**src/rtl/output_vc_tracker.sv**
```systemverilog
// Output-port VC tracker: per-VC ownership FSM (IDLE/ACTIVE/DRAIN) plus saturating
// downstream credit counters, with an optional atomic mode that holds a VC until its buffer drains.
module output_vc_tracker #(
  parameter int NUM_VC    = 4,
  parameter int BUF_DEPTH = 4,
  parameter int ATOMIC_VC = 0,
  localparam int CW       = $clog2(BUF_DEPTH + 1)
) (
  input  logic                 clk,
  input  logic                 rst,
  input  logic                 flit_fire,
  input  logic [NUM_VC-1:0]    flit_vc,
  input  logic [1:0]           flit_type,
  input  logic                 alloc_valid,
  input  logic [NUM_VC-1:0]    alloc_vc,
  input  logic                 credit_valid,
  input  logic [NUM_VC-1:0]    credit_vc,
  output logic [NUM_VC-1:0]    out_vc_available,
  output logic [NUM_VC-1:0]    out_vc_credit_ok,
  output logic [NUM_VC*CW-1:0] credit_count,
  output logic                 err
);

  // Flit type encodings: HEAD=00, BODY=01, TAIL=10, SINGLE=11.
  localparam logic [1:0] FT_TAIL   = 2'b10;
  localparam logic [1:0] FT_SINGLE = 2'b11;

  localparam logic [1:0] ST_IDLE   = 2'd0;
  localparam logic [1:0] ST_ACTIVE = 2'd1;
  localparam logic [1:0] ST_DRAIN  = 2'd2;

  localparam logic [CW-1:0] CRED_FULL = CW'(BUF_DEPTH);
  localparam logic [CW-1:0] CRED_ONE  = CW'(1);

  logic [1:0]        state_q  [NUM_VC];
  logic [1:0]        state_d  [NUM_VC];
  logic [CW-1:0]     credit_q [NUM_VC];
  logic [CW-1:0]     credit_d [NUM_VC];
  logic [NUM_VC-1:0] avail_q, avail_d;
  logic [NUM_VC-1:0] ok_q, ok_d;
  logic              err_q, err_d;

  logic              fire_ok, alloc_ok, credit_ok;
  logic              is_tail;
  logic [NUM_VC-1:0] fire_vec, alloc_vec, ret_vec;

  // Events with a malformed VC select are dropped entirely; only err records them.
  always_comb begin
    fire_ok   = flit_fire && $onehot(flit_vc);
    alloc_ok  = alloc_valid && $onehot(alloc_vc);
    credit_ok = credit_valid && $onehot(credit_vc);
    fire_vec  = fire_ok   ? flit_vc   : '0;
    alloc_vec = alloc_ok  ? alloc_vc  : '0;
    ret_vec   = credit_ok ? credit_vc : '0;
    is_tail   = (flit_type == FT_TAIL) || (flit_type == FT_SINGLE);
  end

  always_comb begin
    err_d   = err_q;
    avail_d = '0;
    ok_d    = '0;
    if (flit_fire && !fire_ok)       err_d = 1'b1;
    if (alloc_valid && !alloc_ok)    err_d = 1'b1;
    if (credit_valid && !credit_ok)  err_d = 1'b1;

    for (int i = 0; i < NUM_VC; i++) begin
      credit_d[i] = credit_q[i];
      state_d[i]  = state_q[i];

      // A fire and a return in the same cycle cancel, so saturation checks apply only to lone events.
      if (fire_vec[i] && !ret_vec[i]) begin
        if (credit_q[i] == '0) err_d = 1'b1;
        else                   credit_d[i] = credit_q[i] - CRED_ONE;
      end else if (ret_vec[i] && !fire_vec[i]) begin
        if (credit_q[i] == CRED_FULL) err_d = 1'b1;
        else                          credit_d[i] = credit_q[i] + CRED_ONE;
      end

      case (state_q[i])
        ST_IDLE: begin
          if (fire_vec[i])  err_d = 1'b1;
          if (alloc_vec[i]) state_d[i] = ST_ACTIVE;
        end
        ST_ACTIVE: begin
          if (alloc_vec[i]) err_d = 1'b1;
          // A tail beats a concurrent claim; atomic mode waits for the post-update credit to be full.
          if (fire_vec[i] && is_tail) begin
            if ((ATOMIC_VC == 0) || (credit_d[i] == CRED_FULL)) state_d[i] = ST_IDLE;
            else                                               state_d[i] = ST_DRAIN;
          end
        end
        ST_DRAIN: begin
          if (alloc_vec[i])               err_d = 1'b1;
          if (credit_d[i] == CRED_FULL)   state_d[i] = ST_IDLE;
        end
        default: state_d[i] = ST_IDLE;
      endcase

      avail_d[i] = (state_d[i] == ST_IDLE);
      ok_d[i]    = (credit_d[i] != '0);
    end
  end

  always_ff @(posedge clk) begin
    if (rst) begin
      for (int i = 0; i < NUM_VC; i++) begin
        state_q[i]  <= ST_IDLE;
        credit_q[i] <= CRED_FULL;
      end
      avail_q <= '1;
      ok_q    <= '1;
      err_q   <= 1'b0;
    end else begin
      for (int i = 0; i < NUM_VC; i++) begin
        state_q[i]  <= state_d[i];
        credit_q[i] <= credit_d[i];
      end
      avail_q <= avail_d;
      ok_q    <= ok_d;
      err_q   <= err_d;
    end
  end

  for (genvar g = 0; g < NUM_VC; g++) begin : g_pack
    assign credit_count[g*CW +: CW] = credit_q[g];
  end

  assign out_vc_available = avail_q;
  assign out_vc_credit_ok = ok_q;
  assign err              = err_q;

endmodule

```
**config.mk**
```make
export PLATFORM = sky130hd
export DESIGN_NAME = output_vc_tracker
export DESIGN_NICKNAME = d
export VERILOG_FILES = /design/src/rtl/output_vc_tracker.sv
export SDC_FILE = /design/constraint.sdc
export NUM_CORES = 1
export LEC_CHECK = 0
export BUFFER_PORTS_ARGS = -buffer_cell sky130_fd_sc_hd__buf_2
export CAP_MARGIN = 20
export CORE_MARGIN = 2
export CORE_UTILIZATION = 57
export DETAILED_ROUTE_END_ITERATION = 12
export PLACE_DENSITY_LB_ADDON = 0.3
export SYNTH_ARGS = -nofsm -noshare
export SYNTH_HDL_FRONTEND = slang
export SYNTH_SLANG_ARGS = --single-unit
```
**constraint.sdc**
```tcl
create_clock -name clk -period 4.5 [get_ports clk]
set_clock_uncertainty 0.1 [all_clocks]
set_input_delay 0.225 -clock clk [delete_from_list [all_inputs] [get_ports clk]]
set_output_delay 0.225 -clock clk [all_outputs]
set_load 0.02 [all_outputs]
```
Yosys cells after proc, flatten, opt, wreduce, memory -nomap -nowiden
Memory sizes are Yosys's and may differ from the RTL's. Cells that the tools add are included.

Flip-flop bits (word level): 9. Memories: 2. Logic and storage cells: 178. Output and inout port bits: 21. Input bits: 19. RAM bits: 20.

Equal/unequal tests: 21. Multiplexer cells: 77. Bitwise gates (word level): 8. Reduce and logical (&&, ||, !) cells: 50. Add/sub/neg operators: 17.

Memories: credit_q (depth 4, width 3, rd ports 4, clocked after Yosys merged registers in 0, write ports 4, line 37) `logic [CW-1:0] credit_q [NUM_VC];`; state_q (depth 4, width 2, rd ports 4, clocked after Yosys merged registers in 0, write ports 4, line 35) `logic [1:0] state_q [NUM_VC];`.

Operators with widths (number): 2-to-1 mux 3 bit (20); 2-to-1 mux 2 bit (16); 2-to-1 mux 1 bit (30); == test 3 bit, second input constant (8); one-hot mux 2 bit (3 select lines) (4); logical AND 1 bit (18); logical NOT 2 bit (8); adder 1 x 1 -> 2 bit (6); adder 3 x 1 -> 3 bit, second input constant (4); == test 2 bit, second input constant (6); logical NOT 3 bit (4); 2-to-1 mux 4 bit (3); nonzero test 3 bit (4); subtractor 3 x 1 -> 3 bit, second input constant (4); logical NOT 1 bit (11); adder 2 x 2 -> 3 bit (3); == test 3 x 1 -> 1 bit, second input constant (3); == test 2 x 1 -> 1 bit, second input constant (4); bitwise OR 1 bit (8); one-hot mux 1 bit (2 select lines) (4); OR reduction 2 bit (4); logical OR 1 bit (1).

Logic depth before layout (Yosys ltp)
Gate-level depths: netlist of run 1.

Word-level depth: 29. Depth in mapped cells: 14. Gate-level depth less buffers: 12.

Least setup slack after synthesis of run 1
OpenSTA, ideal clock, no wires.

Path type: in2reg. Start point: in flit_vc[0]. End point: reg avail_q[3], in the netlist out_vc_available[3]. Path slack: 1.227 ns. Setup time: 0.124 ns. Stages: 13. Buffers on the path: 1. Data arrival time: 3.048 ns. Required time: 4.276 ns. Path through: inv_1 fa_1 inv_1 ha_1 ha_1 nand4bb_1 buf_2 or3_4 a221oi_2 a211oi_1 a21bo_1 and3b_1 a2111o_1.

Longest elaborated chain between the ends: 13. Elaborated cells between the ends (all ways): 16. Those cells by class: add/sub: 2; eq/ne: 2; mux: 6; reduce/logical: 6.

Ends and longest elaborated chain: start, declared (line 12) `input logic [NUM_VC-1:0] flit_vc,`; adder 1 x 1 -> 2 bit (implied by the code) (*) (line 49) `fire_ok = flit_fire && $onehot(flit_vc);`; adder 2 x 2 -> 3 bit (implied by the code) (*) (line 49); == test 3 x 1 -> 1 bit (*) (line 49); logical AND 1 bit (*) (line 49); 2-to-1 mux 4 bit (*) (line 52) `fire_vec = fire_ok ? flit_vc : '0;`; logical NOT 1 bit (line 74) `end else if (ret_vec[i] && !fire_vec[i]) begin`; logical AND 1 bit (line 74); 2-to-1 mux 3 bit (line 74); 2-to-1 mux 3 bit (line 71) `if (fire_vec[i] && !ret_vec[i]) begin`; == test 3 bit (line 94) `if (credit_d[i] == CRED_FULL) state_d[i] = ST_IDLE;`; 2-to-1 mux 2 bit (line 94); one-hot mux 2 bit (3 select lines) (*) (line 79) `case (state_q[i])`; logical NOT 2 bit (*) (line 99) `avail_d[i] = (state_d[i] == ST_IDLE);`; end signal, assigned (line 118) `avail_q <= avail_d;`; end, declared (line 39) `logic [NUM_VC-1:0] avail_q, avail_d;`.

Mark *: on every way between the ends. The rest lies on a longest branch, timed or not. A chain may end at the register's enable or synchronous reset.

==> results.txt, run 1 <==
Status: completed
Max stage delay on crit path: 0.60 ns
Iteration-0 DRC Markers: 57
#FFs+latches synth: 29
DRT Wirelength: 5660 um
Final Hold Fails: 0
Critical Path Start Type: input port
Syn Nets: 340
Buf+Inv Stages, Crit Path: 3
Post-synth top cells: inv_1, ha_1, dfxtp_1, nand2_1, nor2_1
Worst endpoint required time: 4.58 ns
Pleak: 1.24 nW
Skew-Pair Late Insertion Delay: 0.28 ns
Sequential cell area: 581 um2
Leading area contributor after synthesis: dfxtp_1
Pwr Total: 766 uW
Mapped Avg Cell Area: 8.43 um2
Worst slew pin tran: 0.644 ns
WL per Instance: 15.2 um
Cts hold-fix bufs: 0
Diode count: 0
Crit Path Category: input port to flip-flop
Count leader, synth: inv_1
HPWL after DPL: 4240 um
Post-synth EDFFs: 0
Root Driver: clkbuf_8
Post-DRT Antenna Nets: 0
GRT Overall Usage: 25.7%
Max-cap violations: 0
Vias/cell: 6.05
Pwr/cell area: 283 nW/um2
CP Capture Type: flip-flop
First-pass GRT wire length: 9120 um
Initial antenna violation count: 0
VDD IR-drop max: 182 uV
Cell Chain, Critical Path: buf_2 > inv_1 > fa_1 > inv_1 > ha_1 > ha_1 > nand4bb_1 > a211oi_1 > a32oi_1 > mux2_2 > o31ai_1 > a21oi_1 > o21a_1
CTS tree: built
Largest cells by area after synthesis: dfxtp_1, ha_1, inv_1
Final Cycle Share: 80.7%
Worst-path clk slew: 0.06 ns
Crit path DAT: 3.71 ns
Asr flop ratio synth: 0%
Htree depth: 2
Count of final setup violators: 0
Setup bufs post-CTS: 0
Clock sink count: 29
Register area share after synthesis: 24.3%
Slew HR: 56.0%
Grt total ovfl: 0
Setup tns final: 0 ns
Cell count after synthesis: 284
Syn. warnings: 0
Number of port buffers: 38
Initial DRT Pass Iterations: 5
Crit-path max FO: 11
Placer Congestion: 0.770
Core Region: 4030 um2
Number of I/O pins: 40
CTS Buf Count: 5
Multi-input logic area: 1620 um2
Post-CTS Resized: 0
Largest net degree at the start of global routing: 23
Family with the most delay on the worst path: compound AO/OA/AOI/OAI gates
Cell row count: 23
Syn-to-layout area delta: 13.0%
Fillers: 359
Die ar.: 4730 um2
Yosys cell types: 63
DRC: 0
Max clock buf depth: 2
Starting density of the core: 59.4%
Vias: 2,251
Die Y-Extent: 68.8 um
Main synth FF type: dfxtp_1
Share of cells above drive strength 1: 17.1%
Fmax: 275 MHz
Post-layout min period: 3.63 ns
RSZ-0062 raised after global routing: false
CP max stage cell: a211oi_1
Yosys top cell area share: 24.3%
NumNets Final: 377
Max-slew violation count: 0
Die outline width: 68.8 um
Hold Crit Class: input port to flip-flop
Synthesized area: 2390 um2
Vias in the first global route: 2,105
-- flip-flops by register name (all words and copies together), names as in the netlist --
register          cells
out_vc_credit_ok      4
out_vc_available      4
credit_q             12
state_q               8
err                   1
-- final cells by class --
cell class,instances,area share (%)
clock inverters,1,0.185
inverters,39,5.41
repair buffers,38,7.03
flip-flops and latches,29,21.5
well taps,50,2.31
multi-input cells,208,60.0
clock buffers,7,3.56
-- metrics by stage --
| stage | utilization (%) | hold WS (ns) | worst slack [ns] | instances | area, um2 |
|---|---|---|---|---|---|
| finish | 67.1 | 0.205 | 0.869 | 372 | 2710 |
| global placement | 64.6 | 0.370 | 0.726 | 364 | 2600 |
| floorplan | - | 0.243 | 1.23 | 284 | 2390 |
| detailed placement | 64.6 | 0.375 | 0.669 | 364 | 2600 |
| global route | 67.1 | 0.256 | 0.689 | 372 | 2710 |
| CTS | 67.1 | 0.205 | 0.925 | 372 | 2710 |
-- report_power, final --
part           internal (mW)  switching, mW  leakage, nW
clock network          0.138          0.100       0.0542
logic                 0.0936          0.145        0.947
registers              0.274         0.0155        0.236
total                  0.505          0.261         1.24
-- kinds of logic (layout without fill, tap and decap cells) --
| group | Yosys count | count (layout) | synth area share [%] |
|---|---|---|---|
| AND/OR/NAND/NOR | 86 | 86 | 19.0 |
| AO/OA/AOI/OAI | 77 | 77 | 25.3 |
| buffers and inverters | 47 | 85 | 7.89 |
| adder cells (fa/ha/maj) | 37 | 37 | 20.3 |
| flip-flops | 29 | 29 | 24.3 |
| multiplexers | 5 | 5 | 2.20 |
| XOR/XNOR | 3 | 3 | 1.10 |
-- metal layers --
layer  GRT usage [%]  share of wire, %  vias to the layer above  routed length (um)
met5               0                 0                        -                   0
met3            5.36               4.3                       12                 241
met4            10.5               2.4                        0                 134
li1                -                 -                     1110                   -
met2            44.6                48                       55                2720
met1            30.8                45                     1074                2570
-- worst min-delay path: cells and delay by family --
kind / cells / cell delay [ns]
buf+inv: 1 / 0.12
compound gates: 1 / 0.08
simple gates: 2 / 0.11
-- path summary, 6_finish.rpt --
path | depth (start not counted) | startpoint | slack, ns | endpoint
max | 13 | credit_vc[0] | 0.87 | state_q[2][0]
min | 4 | alloc_vc[3] | 0.20 | state_q[3][1]
max reg2reg | 9 | credit_q[3][0] | 1.62 | out_vc_available[3]
min reg2reg | 2 | state_q[0][1] | 0.39 | state_q[0][1]
-- layout by cell type (no fill, tap or decap), drive strengths merged, types with 3 or more instances in the layout --
cell type / count
inv: 39
buf: 38
ha: 34
dfxtp: 29
nand2: 24
nor2: 20
a31oi: 9
a21oi: 8
nand3: 8
a211oi: 8
clkbuf: 7
nor2b: 6
a22oi: 6
or3: 6
a32oi: 4
nand2b: 4
o21ai: 4
a32o: 3
mux2i: 3
and3: 3
o22ai: 3
xnor2: 3
a2111oi: 3
fa: 3
o311ai: 3
Note: power is estimated with default switching activity, not from simulation.
==> run 2, diff against run 1 <==
==> constraint.sdc (replaced) <==
create_clock -name clk -period 3.4 [get_ports clk]
set_clock_uncertainty 0.1 [all_clocks]
set_input_delay 0.17 -clock clk [delete_from_list [all_inputs] [get_ports clk]]
set_output_delay 0.17 -clock clk [all_outputs]
set_load 0.02 [all_outputs]
==> results.txt, run 2 (synthesis gave the netlist of run 1 again) <==
Worst slew pin tran: 0.506 ns (was 0.644 ns)
Worst endpoint required time: 3.48 ns (was 4.58 ns)
Vias/cell: 5.76 (was 6.05)
Vias: 2,271 (was 2,251)
Vias in the first global route: 2,011 (was 2,105)
Biggest register: credit_q (unchanged)
HPWL after DPL: 4300 um (was 4240 um)
Max-slew violation count: 0 (unchanged)
Status: completed (unchanged)
Max reg flops: 12 (unchanged)
Sequential cell area: 581 um2 (unchanged)
GRT Overall Usage: 25.7% (about the same)
VDD IR-drop max: 233 uV (was 182 uV)
Starting density of the core: 59.4% (unchanged)
Number of I/O pins: 40 (unchanged)
WL per Instance: 14.4 um (was 15.2 um)
Multi-input logic area: 1630 um2 (was 1620 um2)
Pwr/cell area: 366 nW/um2 (was 283 nW/um2)
Final Cycle Share: 93.8%
Placed Instances: 386 (was 364)
Hold WS: 0.127 ns (was 0.205 ns)
Die ar.: 4730 um2 (unchanged)
Max stage delay on crit path: 0.54 ns (was 0.60 ns)
Iteration-0 DRC Markers: 75 (was 57)
Grt total ovfl: 0 (unchanged)
Cell Chain, Critical Path: buf_2 > inv_1 > fa_1 > inv_1 > ha_1 > ha_1 > and4bb_1 > a2111oi_0 > or3_1 > a211oi_1 > a21bo_1 > and3b_1 > a2111o_1 (was buf_2 > inv_1 > fa_1 > inv_1 > ha_1 > ha_1 > nand4bb_1 > a211oi_1 > a32oi_1 > mux2_2 > o31ai_1 > a21oi_1 > o21a_1)
Pleak: 1.35 nW (was 1.24 nW)
Root Driver: clkbuf_8 (unchanged)
WP depth: 13 (unchanged)
Crit-path max FO: 4 (was 11)
Crit path DAT: 3.26 ns (was 3.71 ns)
Placer Congestion: 0.810 (was 0.770)
CTS Buf Count: 5 (unchanged)
Count of final setup violators: 0 (unchanged)
Final Hold Fails: 0 (unchanged)
Worst-path clk slew: 0.06 ns (about the same)
Die outline width: 68.8 um (unchanged)
Share of cells above drive strength 1: 23.0% (was 17.1%)
Hold Crit Class: input port to flip-flop (unchanged)
Biggest regs: credit_q (12), state_q (8) (unchanged)
Htree depth: 2 (unchanged)
Syn-to-layout area delta: 20.3% (was 13.0%)
CP Capture Type: flip-flop (unchanged)
Worst r2r path cells: 9 (unchanged)
Critical Path Start Type: input port (unchanged)
Initial DRT Pass Iterations: 4 (was 5)
Largest net degree at the start of global routing: 23 (unchanged)
Core Region: 4030 um2 (unchanged)
Post-layout min period: 3.19 ns
Pwr Total: 1.05 mW (was 766 uW)
CP max stage cell: a2111oi_0 (was a211oi_1)
Initial antenna violation count: 0 (unchanged)
Fillers: 341 (was 359)
Buf+Inv Stages, Crit Path: 3 (unchanged)
DRC: 0 (unchanged)
Die Y-Extent: 68.8 um (unchanged)
Diode count: 0 (unchanged)
Most common cell after layout, fill and taps aside: inv_1 (unchanged)
Most frequent cells in the layout: inv_1, buf_2, ha_1 (unchanged)
Fmax: 314 MHz
Slew HR: 65.4% (was 56.0%)
Cell row count: 23 (unchanged)
Post-DRT Antenna Nets: 0 (unchanged)
Crit Path Category: input port to flip-flop (unchanged)
Max clock buf depth: 2 (unchanged)
Skew-Pair Late Insertion Delay: 0.30 ns (was 0.28 ns)
Family with the most delay on the worst path: compound AO/OA/AOI/OAI gates (unchanged)
Hold Path Depth: 4 (unchanged)
NumNets Final: 399 (was 377)
Clock sink count: 29 (unchanged)
Final Util: 71.5% (was 67.1%)
Number of port buffers: 38 (unchanged)
Max-cap violations: 0 (unchanged)
First-pass GRT wire length: 8870 um (was 9120 um)
CTS tree: built (unchanged)
Final cell count without fillers: 394 (was 372)
DRT Wirelength: 5690 um (was 5660 um)
==> run 2: changes by cell type in the layout (fill, tap and decap cells not counted) <==
cell       before  now
nand4bb_2       0    1
a211oi_2        1    2
a211oi_1        7    6
nand4bb_1       2    1
buf_4           0   22
==> run 2: final cells by class <==
class,count,area share [%]
Clock buffer,7,3.34
Clock inverter,1,0.174
Sequential cell,29,20.2
Timing Repair Buffer,60,12.3
Multi-Input combinational cell,208,56.7
Inverter,39,5.08
Tap cell,50,2.17
==> run 2: tightest hold or removal path, cell delays in order <==
cell and delay (ns):
buf_2 0.12, nand2_1 0.05, nand2_1 0.06, a31oi_1 0.08
==> run 2: final timing paths <==
path,slack [ns],startpoint,end
setup / recovery,0.21,credit_vc[0],out_vc_available[3]
hold / removal,0.13,alloc_vc[3],state_q[3][1]
setup reg to reg,0.69,credit_q[3][1],out_vc_available[3]
hold reg to reg,0.40,state_q[0][1],state_q[0][1]
==> run 2: per-stage QoR <==
step / worst slack (ns) / area [um2] / setup TNS [ns]
finish: 0.212 / 2880 / 0
global route: -0.00410 / 2880 / -0.00410
CTS: 0.217 / 2870 / 0
detailed placement: -0.0903 / 2770 / -0.246
global placement: -0.0627 / 2770 / -0.117
floorplan: 0.182 / 2390 / 0
==> run 2: what timing repair did <==
item | CTS | global route
hold buffers | 0 | 0
buffers inserted | 0 | 0
setup endpoints to repair | 0 | 3
gates resized for setup | 0 | 2
==> run 2: per-layer routing <==
metal  vias up  global-route usage, %  wire (um)
met1      1055                   31.1       2620
met4         0                   9.07         97
met2        50                   44.4       2720
li1       1157                      -          -
met3         9                   6.01        241
met5         -                      0          0
==> run 2: power breakdown <==
group | leakage [nW] | internal [mW] | switching, mW
Clock | 0.0542 | 0.183 | 0.139
Combinational | 1.06 | 0.152 | 0.199
Sequential | 0.236 | 0.362 | 0.0203
